`config.mk`:
```
export PLATFORM = sky130hd
export DESIGN_NAME = graphics_painter_flat
export DESIGN_NICKNAME = d
export VERILOG_FILES = /design/src/rtl/graphics_painter_if.sv /design/src/rtl/graphics_painter.sv /design/src/flat_wrapper.sv
export SDC_FILE = /design/constraint.sdc
export NUM_CORES = 1
export LEC_CHECK = 0
export CELL_PAD_IN_SITES_DETAIL_PLACEMENT = 2
export CELL_PAD_IN_SITES_GLOBAL_PLACEMENT = 2
export CORE_MARGIN = 2
export CORE_UTILIZATION = 34
export DETAILED_ROUTE_END_ITERATION = 10
export PLACE_DENSITY = 0.82
export SLEW_MARGIN = 20
export SYNTH_ARGS = -nofsm -noshare
export SYNTH_HDL_FRONTEND = slang
export SYNTH_SLANG_ARGS = --single-unit
```
`constraint.sdc`:
```
create_clock -name clk -period 3.9 [get_ports clk]
set_clock_uncertainty 0.15 [all_clocks]
set_input_delay 0.78 -clock clk [delete_from_list [all_inputs] [get_ports clk]]
set_output_delay 0.78 -clock clk [all_outputs]
set_load 0.01 [all_outputs]
```
`src/rtl/graphics_painter_if.sv`:
```
// Command/pixel bus between the game controller (plus image ROM) and the
// rectangle painter.
//   master : controller side -- drives the command bundle and ROM data,
//            observes finish/busy and the VRAM/ROM address outputs.
//   slave  : painter side -- the mirror image.
// Signals:
//   en, opcode, tl_x, tl_y, br_x, br_y, arg : command request bundle
//   finish, busy                            : command status
//   vram_we, vram_addr, vram_data           : frame buffer write port
//   rom_addr, rom_data                      : image ROM read port (1-cycle latency)
interface graphics_painter_if #(
    parameter int ROM_AW = 17
);
    logic              en;
    logic              opcode;
    logic [9:0]        tl_x;
    logic [8:0]        tl_y;
    logic [9:0]        br_x;
    logic [8:0]        br_y;
    logic [11:0]       arg;
    logic              finish;
    logic              busy;
    logic              vram_we;
    logic [18:0]       vram_addr;
    logic [11:0]       vram_data;
    logic [ROM_AW-1:0] rom_addr;
    logic [11:0]       rom_data;

    modport master (
        output en, opcode, tl_x, tl_y, br_x, br_y, arg, rom_data,
        input  finish, busy, vram_we, vram_addr, vram_data, rom_addr
    );

    modport slave (
        input  en, opcode, tl_x, tl_y, br_x, br_y, arg, rom_data,
        output finish, busy, vram_we, vram_addr, vram_data, rom_addr
    );
endinterface

```
`src/rtl/graphics_painter.sv`:
```
// Rectangle painter: executes one fill or blit command at a time, writing
// one pixel per clock into a H_RES x V_RES, 12-bit-colour frame buffer.
// Ports:
//   clk   : system clock, all logic on posedge
//   rst_n : asynchronous active-low reset
//   bus   : graphics_painter_if.slave (command bundle, finish/busy,
//           VRAM write port, image ROM read port)
//
// state  | meaning
// IDLE   | waiting for a re-armed en
// SETUP  | clamp bottom-right corner, compute first row base
// RUN    | visit one pixel per cycle, row-major
// DRAIN  | blit only: last ROM word arrives, final write issued
// DONE   | pulse finish next cycle, return to IDLE
module graphics_painter #(
    parameter int H_RES  = 640,
    parameter int V_RES  = 480,
    parameter int ROM_AW = 17
) (
    input  logic                clk,
    input  logic                rst_n,
    graphics_painter_if.slave   bus
);
    localparam logic [2:0] S_IDLE  = 3'd0;
    localparam logic [2:0] S_SETUP = 3'd1;
    localparam logic [2:0] S_RUN   = 3'd2;
    localparam logic [2:0] S_DRAIN = 3'd3;
    localparam logic [2:0] S_DONE  = 3'd4;

    localparam logic [9:0]  X_MAX    = 10'(H_RES - 1);
    localparam logic [8:0]  Y_MAX    = 9'(V_RES - 1);
    localparam logic [18:0] ROW_STEP = 19'(H_RES);

    logic [2:0]        state_q, state_d;
    logic              armed_q, armed_d;
    logic              op_q, op_d;
    logic [9:0]        tl_x_q, tl_x_d, br_x_q, br_x_d, x_q, x_d;
    logic [8:0]        tl_y_q, tl_y_d, br_y_q, br_y_d, y_q, y_d;
    logic [11:0]       arg_q, arg_d;
    logic [18:0]       row_base_q, row_base_d;
    logic [ROM_AW-1:0] rom_addr_q, rom_addr_d;
    logic              p_valid_q, p_valid_d;
    logic [18:0]       p_addr_q, p_addr_d;
    logic              vram_we_q, vram_we_d;
    logic [18:0]       vram_addr_q, vram_addr_d;
    logic [11:0]       vram_data_q, vram_data_d;
    logic              finish_q, finish_d;
    logic              busy_q, busy_d;

    logic [9:0]        bx;
    logic [8:0]        by;
    logic [18:0]       pix_addr;

    always_comb begin
        state_d     = state_q;
        armed_d     = bus.en ? armed_q : 1'b1;
        op_d        = op_q;
        tl_x_d      = tl_x_q;
        tl_y_d      = tl_y_q;
        br_x_d      = br_x_q;
        br_y_d      = br_y_q;
        arg_d       = arg_q;
        x_d         = x_q;
        y_d         = y_q;
        row_base_d  = row_base_q;
        rom_addr_d  = rom_addr_q;
        p_valid_d   = 1'b0;
        p_addr_d    = p_addr_q;
        vram_we_d   = 1'b0;
        vram_addr_d = vram_addr_q;
        vram_data_d = vram_data_q;
        finish_d    = 1'b0;
        // busy drops on the edge that ends the finish cycle
        busy_d      = busy_q & ~finish_q;
        bx          = (br_x_q > X_MAX) ? X_MAX : br_x_q;
        by          = (br_y_q > Y_MAX) ? Y_MAX : br_y_q;
        pix_addr    = row_base_q + 19'(x_q);

        case (state_q)
            S_IDLE: begin
                if (bus.en && armed_q) begin
                    op_d    = bus.opcode;
                    tl_x_d  = bus.tl_x;
                    tl_y_d  = bus.tl_y;
                    br_x_d  = bus.br_x;
                    br_y_d  = bus.br_y;
                    arg_d   = bus.arg;
                    armed_d = 1'b0;
                    busy_d  = 1'b1;
                    state_d = S_SETUP;
                end
            end
            S_SETUP: begin
                br_x_d = bx;
                br_y_d = by;
                if (tl_x_q > bx || tl_y_q > by) begin
                    state_d = S_DONE;
                end else begin
                    x_d        = tl_x_q;
                    y_d        = tl_y_q;
                    // only multiply in the datapath; rows advance by addition
                    row_base_d = 19'(tl_y_q) * ROW_STEP;
                    rom_addr_d = ROM_AW'({arg_q, 5'b0});
                    state_d    = S_RUN;
                end
            end
            S_RUN: begin
                if (op_q) begin
                    // address waits one stage for the registered ROM word
                    p_valid_d  = 1'b1;
                    p_addr_d   = pix_addr;
                    rom_addr_d = rom_addr_q + ROM_AW'(1);
                end else begin
                    vram_we_d   = 1'b1;
                    vram_addr_d = pix_addr;
                    vram_data_d = arg_q;
                end
                if (x_q == br_x_q) begin
                    x_d        = tl_x_q;
                    y_d        = y_q + 9'd1;
                    row_base_d = row_base_q + ROW_STEP;
                    if (y_q == br_y_q) begin
                        state_d = op_q ? S_DRAIN : S_DONE;
                    end
                end else begin
                    x_d = x_q + 10'd1;
                end
            end
            S_DRAIN: state_d = S_DONE;
            S_DONE: begin
                finish_d = 1'b1;
                state_d  = S_IDLE;
            end
            default: state_d = S_IDLE;
        endcase

        if (p_valid_q) begin
            vram_we_d   = 1'b1;
            vram_addr_d = p_addr_q;
            vram_data_d = bus.rom_data;
        end
    end

    always_ff @(posedge clk or negedge rst_n) begin
        if (!rst_n) begin
            state_q     <= S_IDLE;
            armed_q     <= 1'b1;
            op_q        <= 1'b0;
            tl_x_q      <= '0;
            tl_y_q      <= '0;
            br_x_q      <= '0;
            br_y_q      <= '0;
            arg_q       <= '0;
            x_q         <= '0;
            y_q         <= '0;
            row_base_q  <= '0;
            rom_addr_q  <= '0;
            p_valid_q   <= 1'b0;
            p_addr_q    <= '0;
            vram_we_q   <= 1'b0;
            vram_addr_q <= '0;
            vram_data_q <= '0;
            finish_q    <= 1'b0;
            busy_q      <= 1'b0;
        end else begin
            state_q     <= state_d;
            armed_q     <= armed_d;
            op_q        <= op_d;
            tl_x_q      <= tl_x_d;
            tl_y_q      <= tl_y_d;
            br_x_q      <= br_x_d;
            br_y_q      <= br_y_d;
            arg_q       <= arg_d;
            x_q         <= x_d;
            y_q         <= y_d;
            row_base_q  <= row_base_d;
            rom_addr_q  <= rom_addr_d;
            p_valid_q   <= p_valid_d;
            p_addr_q    <= p_addr_d;
            vram_we_q   <= vram_we_d;
            vram_addr_q <= vram_addr_d;
            vram_data_q <= vram_data_d;
            finish_q    <= finish_d;
            busy_q      <= busy_d;
        end
    end

    assign bus.finish    = finish_q;
    assign bus.busy      = busy_q;
    assign bus.vram_we   = vram_we_q;
    assign bus.vram_addr = vram_addr_q;
    assign bus.vram_data = vram_data_q;
    assign bus.rom_addr  = rom_addr_q;
endmodule

```
`src/flat_wrapper.sv`:
```
// flat-port wrapper written by rule: the top's interface ports become plain ports
module graphics_painter_flat 
#(
    parameter int H_RES  = 640,
    parameter int V_RES  = 480,
    parameter int ROM_AW = 17
)
  (clk, rst_n, bus_en, bus_opcode, bus_tl_x, bus_tl_y, bus_br_x, bus_br_y, bus_arg, bus_rom_data, bus_finish, bus_busy, bus_vram_we, bus_vram_addr, bus_vram_data, bus_rom_addr);
  graphics_painter_if #(.ROM_AW(ROM_AW)) bus_i ();
  input  logic clk;
  input  logic rst_n;
  input wire logic [$bits(bus_i.en)-1:0] bus_en;
  input wire logic [$bits(bus_i.opcode)-1:0] bus_opcode;
  input wire logic [$bits(bus_i.tl_x)-1:0] bus_tl_x;
  input wire logic [$bits(bus_i.tl_y)-1:0] bus_tl_y;
  input wire logic [$bits(bus_i.br_x)-1:0] bus_br_x;
  input wire logic [$bits(bus_i.br_y)-1:0] bus_br_y;
  input wire logic [$bits(bus_i.arg)-1:0] bus_arg;
  input wire logic [$bits(bus_i.rom_data)-1:0] bus_rom_data;
  output wire logic [$bits(bus_i.finish)-1:0] bus_finish;
  output wire logic [$bits(bus_i.busy)-1:0] bus_busy;
  output wire logic [$bits(bus_i.vram_we)-1:0] bus_vram_we;
  output wire logic [$bits(bus_i.vram_addr)-1:0] bus_vram_addr;
  output wire logic [$bits(bus_i.vram_data)-1:0] bus_vram_data;
  output wire logic [$bits(bus_i.rom_addr)-1:0] bus_rom_addr;
  assign bus_i.en = bus_en;
  assign bus_i.opcode = bus_opcode;
  assign bus_i.tl_x = bus_tl_x;
  assign bus_i.tl_y = bus_tl_y;
  assign bus_i.br_x = bus_br_x;
  assign bus_i.br_y = bus_br_y;
  assign bus_i.arg = bus_arg;
  assign bus_i.rom_data = bus_rom_data;
  assign bus_finish = bus_i.finish;
  assign bus_busy = bus_i.busy;
  assign bus_vram_we = bus_i.vram_we;
  assign bus_vram_addr = bus_i.vram_addr;
  assign bus_vram_data = bus_i.vram_data;
  assign bus_rom_addr = bus_i.rom_addr;
  graphics_painter #(.H_RES(H_RES), .V_RES(V_RES), .ROM_AW(ROM_AW)) u_core (.clk(clk), .rst_n(rst_n), .bus(bus_i));
endmodule
```
Yosys cells after proc, flatten, opt, wreduce, memory -nomap -nowiden
Index checks and enable logic that the tools add are counted.
- flip-flop bits (word level): 164
- memory bits (read-only): 0
- memories kept: 0
- word-level logic and storage cells: 98
- bits in latches: 0
- bits of input ports: 66
- RAM bits: 0
- muxes and demuxes: 41
- bitwise gates (word level): 2
- $add $sub $neg: 5
- reduce and logical (&&, ||, !) cells: 14
- eq/ne operators: 12
- shifts and indexed selects: 0
- $mul: 1
- $lt $le $gt $ge: 4
- divide/modulo/power cells: 0
- operators with widths (cell ; number):
    $mux W19 ; 5
    $mux W10 ; 4
    $pmux W10 S2 ; 2
    $pmux W19 S2 ; 1
    $mux W12 ; 3
    $mux W9 ; 4
    $pmux W9 S2 ; 2
    $mux W17 ; 2
    $pmux W17 S2 ; 1
    $add A19 B10 Y19 ; 1
    $add A19 B10 Y19 const B ; 1
    $add A17 B1 Y17 const B ; 1
    $mux W3 ; 5
    $mul A9 B3 Y12 const B ; 1
    $pmux W3 S4 ; 1
    $mux W1 ; 11
    $add A10 B1 Y10 const B ; 1
    $eq A10 B10 Y1 ; 1
    $gt A10 B10 Y1 ; 1
    $gt A10 B10 Y1 const B ; 1
    $reduce_and A2 Y1 ; 5
    $add A9 B1 Y9 const B ; 1
    $eq A9 B9 Y1 ; 1
    $gt A9 B9 Y1 ; 1
    13 further kinds ; 22

Longest topological paths before layout
- depth in word-level cells: 6
- mapped depth: 12
- depth with buffers taken out: 10

Least setup slack after synthesis
No wires, ideal clock.
- path kind: reg2reg
- from: reg u_core.br_y_q[7]
- to: reg u_core.x_q[2]
- arrival time: 2692 ps
- period minus slack after synthesis: 2991 ps
- setup time: 150 ps
- path slack: 909 ps
- cell stages (with the launch flop): 12
- required time: 3600 ps
- path through: dfrtp_1 inv_1 nor3_1 nor2_1 ha_1 a21o_1 a21oi_1 nor4bb_1 o21ai_0 nor2_2 buf_2 o221ai_1
- longest elaborated chain between the ends: 6
- ends and longest elaborated chain (what ; line ; text):
    start, declared ; graphics_painter.sv:38 ; logic [8:0] tl_y_q, tl_y_d, br_y_q, br_y_d, y_q, y_d;
    start signal, assigned ; graphics_painter.sv:172 ; br_y_q <= br_y_d;
    $gt A9 B9 Y1 ; graphics_painter.sv:76 ; by = (br_y_q > Y_MAX) ? Y_MAX : br_y_q;
    $mux W9 (*) ; graphics_painter.sv:76 ;
    $gt A9 B9 Y1 (*) ; graphics_painter.sv:96 ; if (tl_x_q > bx || tl_y_q > by) begin
    $logic_or A1 B1 Y1 (*) ; graphics_painter.sv:96 ;
    $ne A2 B2 Y1 (no line) (*) ; n/a ;
    $reduce_and A2 Y1 (no line) (*) ; n/a ;
    end signal, assigned ; graphics_painter.sv:154 ; x_q <= '0;
    end signal, assigned ; graphics_painter.sv:174 ; x_q <= x_d;
    end, declared ; graphics_painter.sv:37 ; logic [9:0] tl_x_q, tl_x_d, br_x_q, br_x_d, x_q, x_d;
Mark *: on every way between the ends. The rest lies on a longest branch, timed or not.
A chain may end at the register's enable or synchronous reset.

Final worst setup path
- from: reg u_core.br_x_q[9]
- to: reg u_core.x_q[3]
- longest elaborated chain between the ends: 6
- ends and longest elaborated chain (what ; line ; text):
    start, declared ; graphics_painter.sv:37 ;
    start signal, assigned ; graphics_painter.sv:171 ; br_x_q <= br_x_d;
    $gt A10 B10 Y1 ; graphics_painter.sv:75 ; bx = (br_x_q > X_MAX) ? X_MAX : br_x_q;
    $mux W10 ; graphics_painter.sv:75 ;
    $gt A10 B10 Y1 ; graphics_painter.sv:96 ;
    $logic_or A1 B1 Y1 ; graphics_painter.sv:96 ;
    $ne A2 B2 Y1 (no line) ; n/a ;
    $reduce_and A2 Y1 (no line) ; n/a ;
Several ways; a longest one is shown, not always the timed one.

==> impl_metrics.yaml <==
setup_path:
  worst_ep_arrival_time_ns: 3.73
  start_kind: "flip-flop"
  cpMostUsedCell: "nor2_1"
  cp.buffers_inverters: 2
  critPathSlowestCell: "a21oi_1"
  reg2reg_slack_ns: 0.28
  critical-path-max-stage-delay_ns: 0.75
  critPathTopFamily: "compound AO/OA/AOI/OAI gates"
  worstSetupPathType: "flip-flop to flip-flop"
  worstPathCellList: "inv_1 > nor2_1 > nor2_1 > ha_1 > nand4_1 > o21bai_1 > o2111a_1 > a2bb2oi_1 > buf_4 > a21oi_1 > o221ai_1"
  critPathRequiredTime_ns: 4.02
  end_kind: "flip-flop"
  crit_fanout: 20
finish:
  antenna_cells: 0
  finalNetCount: 1175
  stdcell_area_mm2: 0.01077
  syn2layout_area_growth_pct: 24.51
  drive_above_1_share_pct: 6.938
synthesis:
  synth-edff-count: 0
  synthArstFlopShare_pct: 100.0
  ys_seq_area_share_pct: 45.46
  synth-warning-count: 0
  synth.avg_cell_area_um2: 8.950
  syn-cell-area_mm2: 0.008646
  synth_flop_cell: "dfrtp_1"
  syn_nets: 1073
  synthCells: 966
  ys_ff_latch: 157
  synth_cell_types: 66
die:
  dieHeight_um: 163.5
  dieArea_mm2: 0.02672
  start_util_pct: 34.43
  die_w_um: 163.5
  row_count: 58
  core_mm2: 0.02511
  ios: 117
power:
  power.leakage_nw: 4.869
  powerDensity_mw_per_mm2: 942.3
  ir_drop_v: 0.0004964
  totalPowerFinal_mw: 10.14
timing:
  rsz0062_at_grt: "false"
  hold_viol_final: 0
  worst_pin_slew_ns: 1.011
  setup_ws_ns: 0.2848
  maxSlewHeadroom_pct: 32.59
  fin_setup_tns_ns: 0
  setup_viol: 0
  min_period_ns: 3.615
  fmax_ghz: 0.2766
  post-route-period-util_pct: 92.70
  slew_violations: 0
  holdWs_ns: 0.2009
route:
  drt_pass1_iterations: 4
  wl_per_cell_um: 21.92
  postRouteAntennaNets: 0
  drt-total-wl_mm: 30.93
  dr.first_iter.drc_count: 358
  vias: 7899
  drc_errors: 0
  vias_per_cell: 5.598
global_routing:
  grt-ovfl-total: 0
  grt_pass1_vias: 8771
  grt_start_max_net_pins: 73
  grt_usage_pct: 24.39
  antenna_found_initial: 0
  grt_pass1_wl_mm: 50.51
placed_design:
  globalplace.congestion: 0.8075
  io_buffers: 116
  place_ws_ns: 0.3685
  placed_cell_area_mm2: 0.01019
  place_hpwl_mm: 21.18
cts:
  path_clk_slew_ns: 0.07
  cts_root_buffer: "clkbuf_16"
  htree_levels: 4
  post_cts_buffers: 0
  cts.sinks: 157
  clk_path_buf_depth: 2
  worstSkewPairLatency_ns: 0.43
  postCtsResizedCells: 0
  numCtsBuffers: 17
  postCtsHoldBufs: 0
  cts_tree: "yes"
min_path:
  worstHoldPathType: "input port to async pin"
run:
  max-cap-violations: 0
status:
  outcome: "complete, no violations"
## power breakdown
| group | internal (mW) | total, mW | switching, mW |
|---|---|---|---|
| sequential | 2.38 | 3.38 | 1.00 |
| combinational | 2.12 | 5.06 | 2.94 |
| clock | 0.906 | 1.70 | 0.792 |
## registers in the layout (all words and copies together), names as in the netlist, 12 cells and up
signal	count
u_core.bus.rom_addr	17
u_core.arg_q	12
u_core.bus.vram_data	12
u_core.row_base_q	12
u_core.bus.vram_addr	19
u_core.p_addr_q	19
## cell families after synthesis
group | after synthesis | synth area share (%)
compound gates | 220 | 16.32
xor+xnor | 37 | 3.748
fa+ha+maj | 41 | 6.020
buf+inv | 78 | 3.748
flops | 157 | 45.46
mux | 33 | 3.878
simple gates | 400 | 20.82
## cell type report
class | count | area [um^2]
inverters | 23 | 86.33
fillers | 2835 | 14340
repair buffers | 138 | 1353
well taps | 330 | 412.9
multi-input cells | 731 | 4404
clock inverters | 14 | 148.9
clock buffers | 18 | 429.2
flip-flops and latches | 157 | 3931
## worst paths after layout
path                                   start                        to  depth (start not counted)
max                         u_core.br_x_q[9]             u_core.x_q[3]                         11
min                                    rst_n  u_core.bus.vram_addr[18]                          1
max reg2reg                 u_core.br_x_q[9]             u_core.x_q[3]                         11
min reg2reg                u_core.bus.finish           u_core.bus.busy                          1
max in group asynchronous              rst_n   u_core.bus.vram_data[6]                          2
min in group clk           u_core.bus.finish           u_core.bus.busy                          1
## cell usage in the layout, fill, tap and decap left out, drive strengths merged, types with 4 or more instances in the layout
cell,count
o31ai,11
a32oi,4
nor3,20
buf,23
a21o,10
nor4,4
mux2i,29
a211oi,10
clkbuf,18
nor3b,5
o221ai,8
nor2b,5
inv,31
a21oi,40
o22ai,6
xor2,13
nand4,19
or2,4
and4,4
and3,4
o21ai,78
o211ai,7
ha,40
a211o,12
nand2,224
a22o,4
mux2,4
clkdlybuf4s50,115
nor2,57
nand3,36
a31oi,8
dfrtp,156
xnor2,24
## stage by stage
stage / instances / utilization, %
floorplan: 966 / -
global placement: 1379 / 40.57
CTS: 1411 / 42.87
detailed placement: 1379 / 40.57
global route: 1411 / 42.87
finish: 1411 / 42.87
## synthesized netlist by cell type, types with 4 or more instances
master / n / area share (%)
a211o_1: 12 / 1.2
a211oi_1: 10 / 0.87
a21o_1: 10 / 0.87
a21oi_1: 40 / 2.3
a22o_1: 4 / 0.41
a31oi_1: 8 / 0.58
a32oi_1: 4 / 0.41
and3_1: 4 / 0.29
and4_1: 4 / 0.41
buf_2: 13 / 0.75
clkbuf_1: 37 / 1.6
dfrtp_1: 156 / 45
ha_1: 40 / 5.8
inv_1: 23 / 1.0
mux2_2: 4 / 0.52
mux2i_1: 29 / 3.4
nand2_1: 223 / 9.7
nand3_1: 36 / 2.1
nand4_1: 19 / 1.4
nor2_1: 56 / 2.4
nor2b_1: 5 / 0.36
nor3_1: 20 / 1.2
nor3b_1: 4 / 0.35
o211ai_1: 7 / 0.61
o21ai_0: 78 / 4.5
o221ai_1: 8 / 0.81
o22ai_1: 6 / 0.43
o31ai_1: 10 / 0.87
or2_2: 4 / 0.29
xnor2_1: 24 / 2.4
xor2_1: 13 / 1.3
## per-layer routing
metal  global-route usage [%]  wire length (um)  vias up
met5                        0                 0        -
met4                    5.901               383        0
met3                    4.190              1107       30
met2                    41.29             15210      176
met1                    32.52             14220     4085
li1                         -                 -     3608
Power figures use the tool's default switching activity.
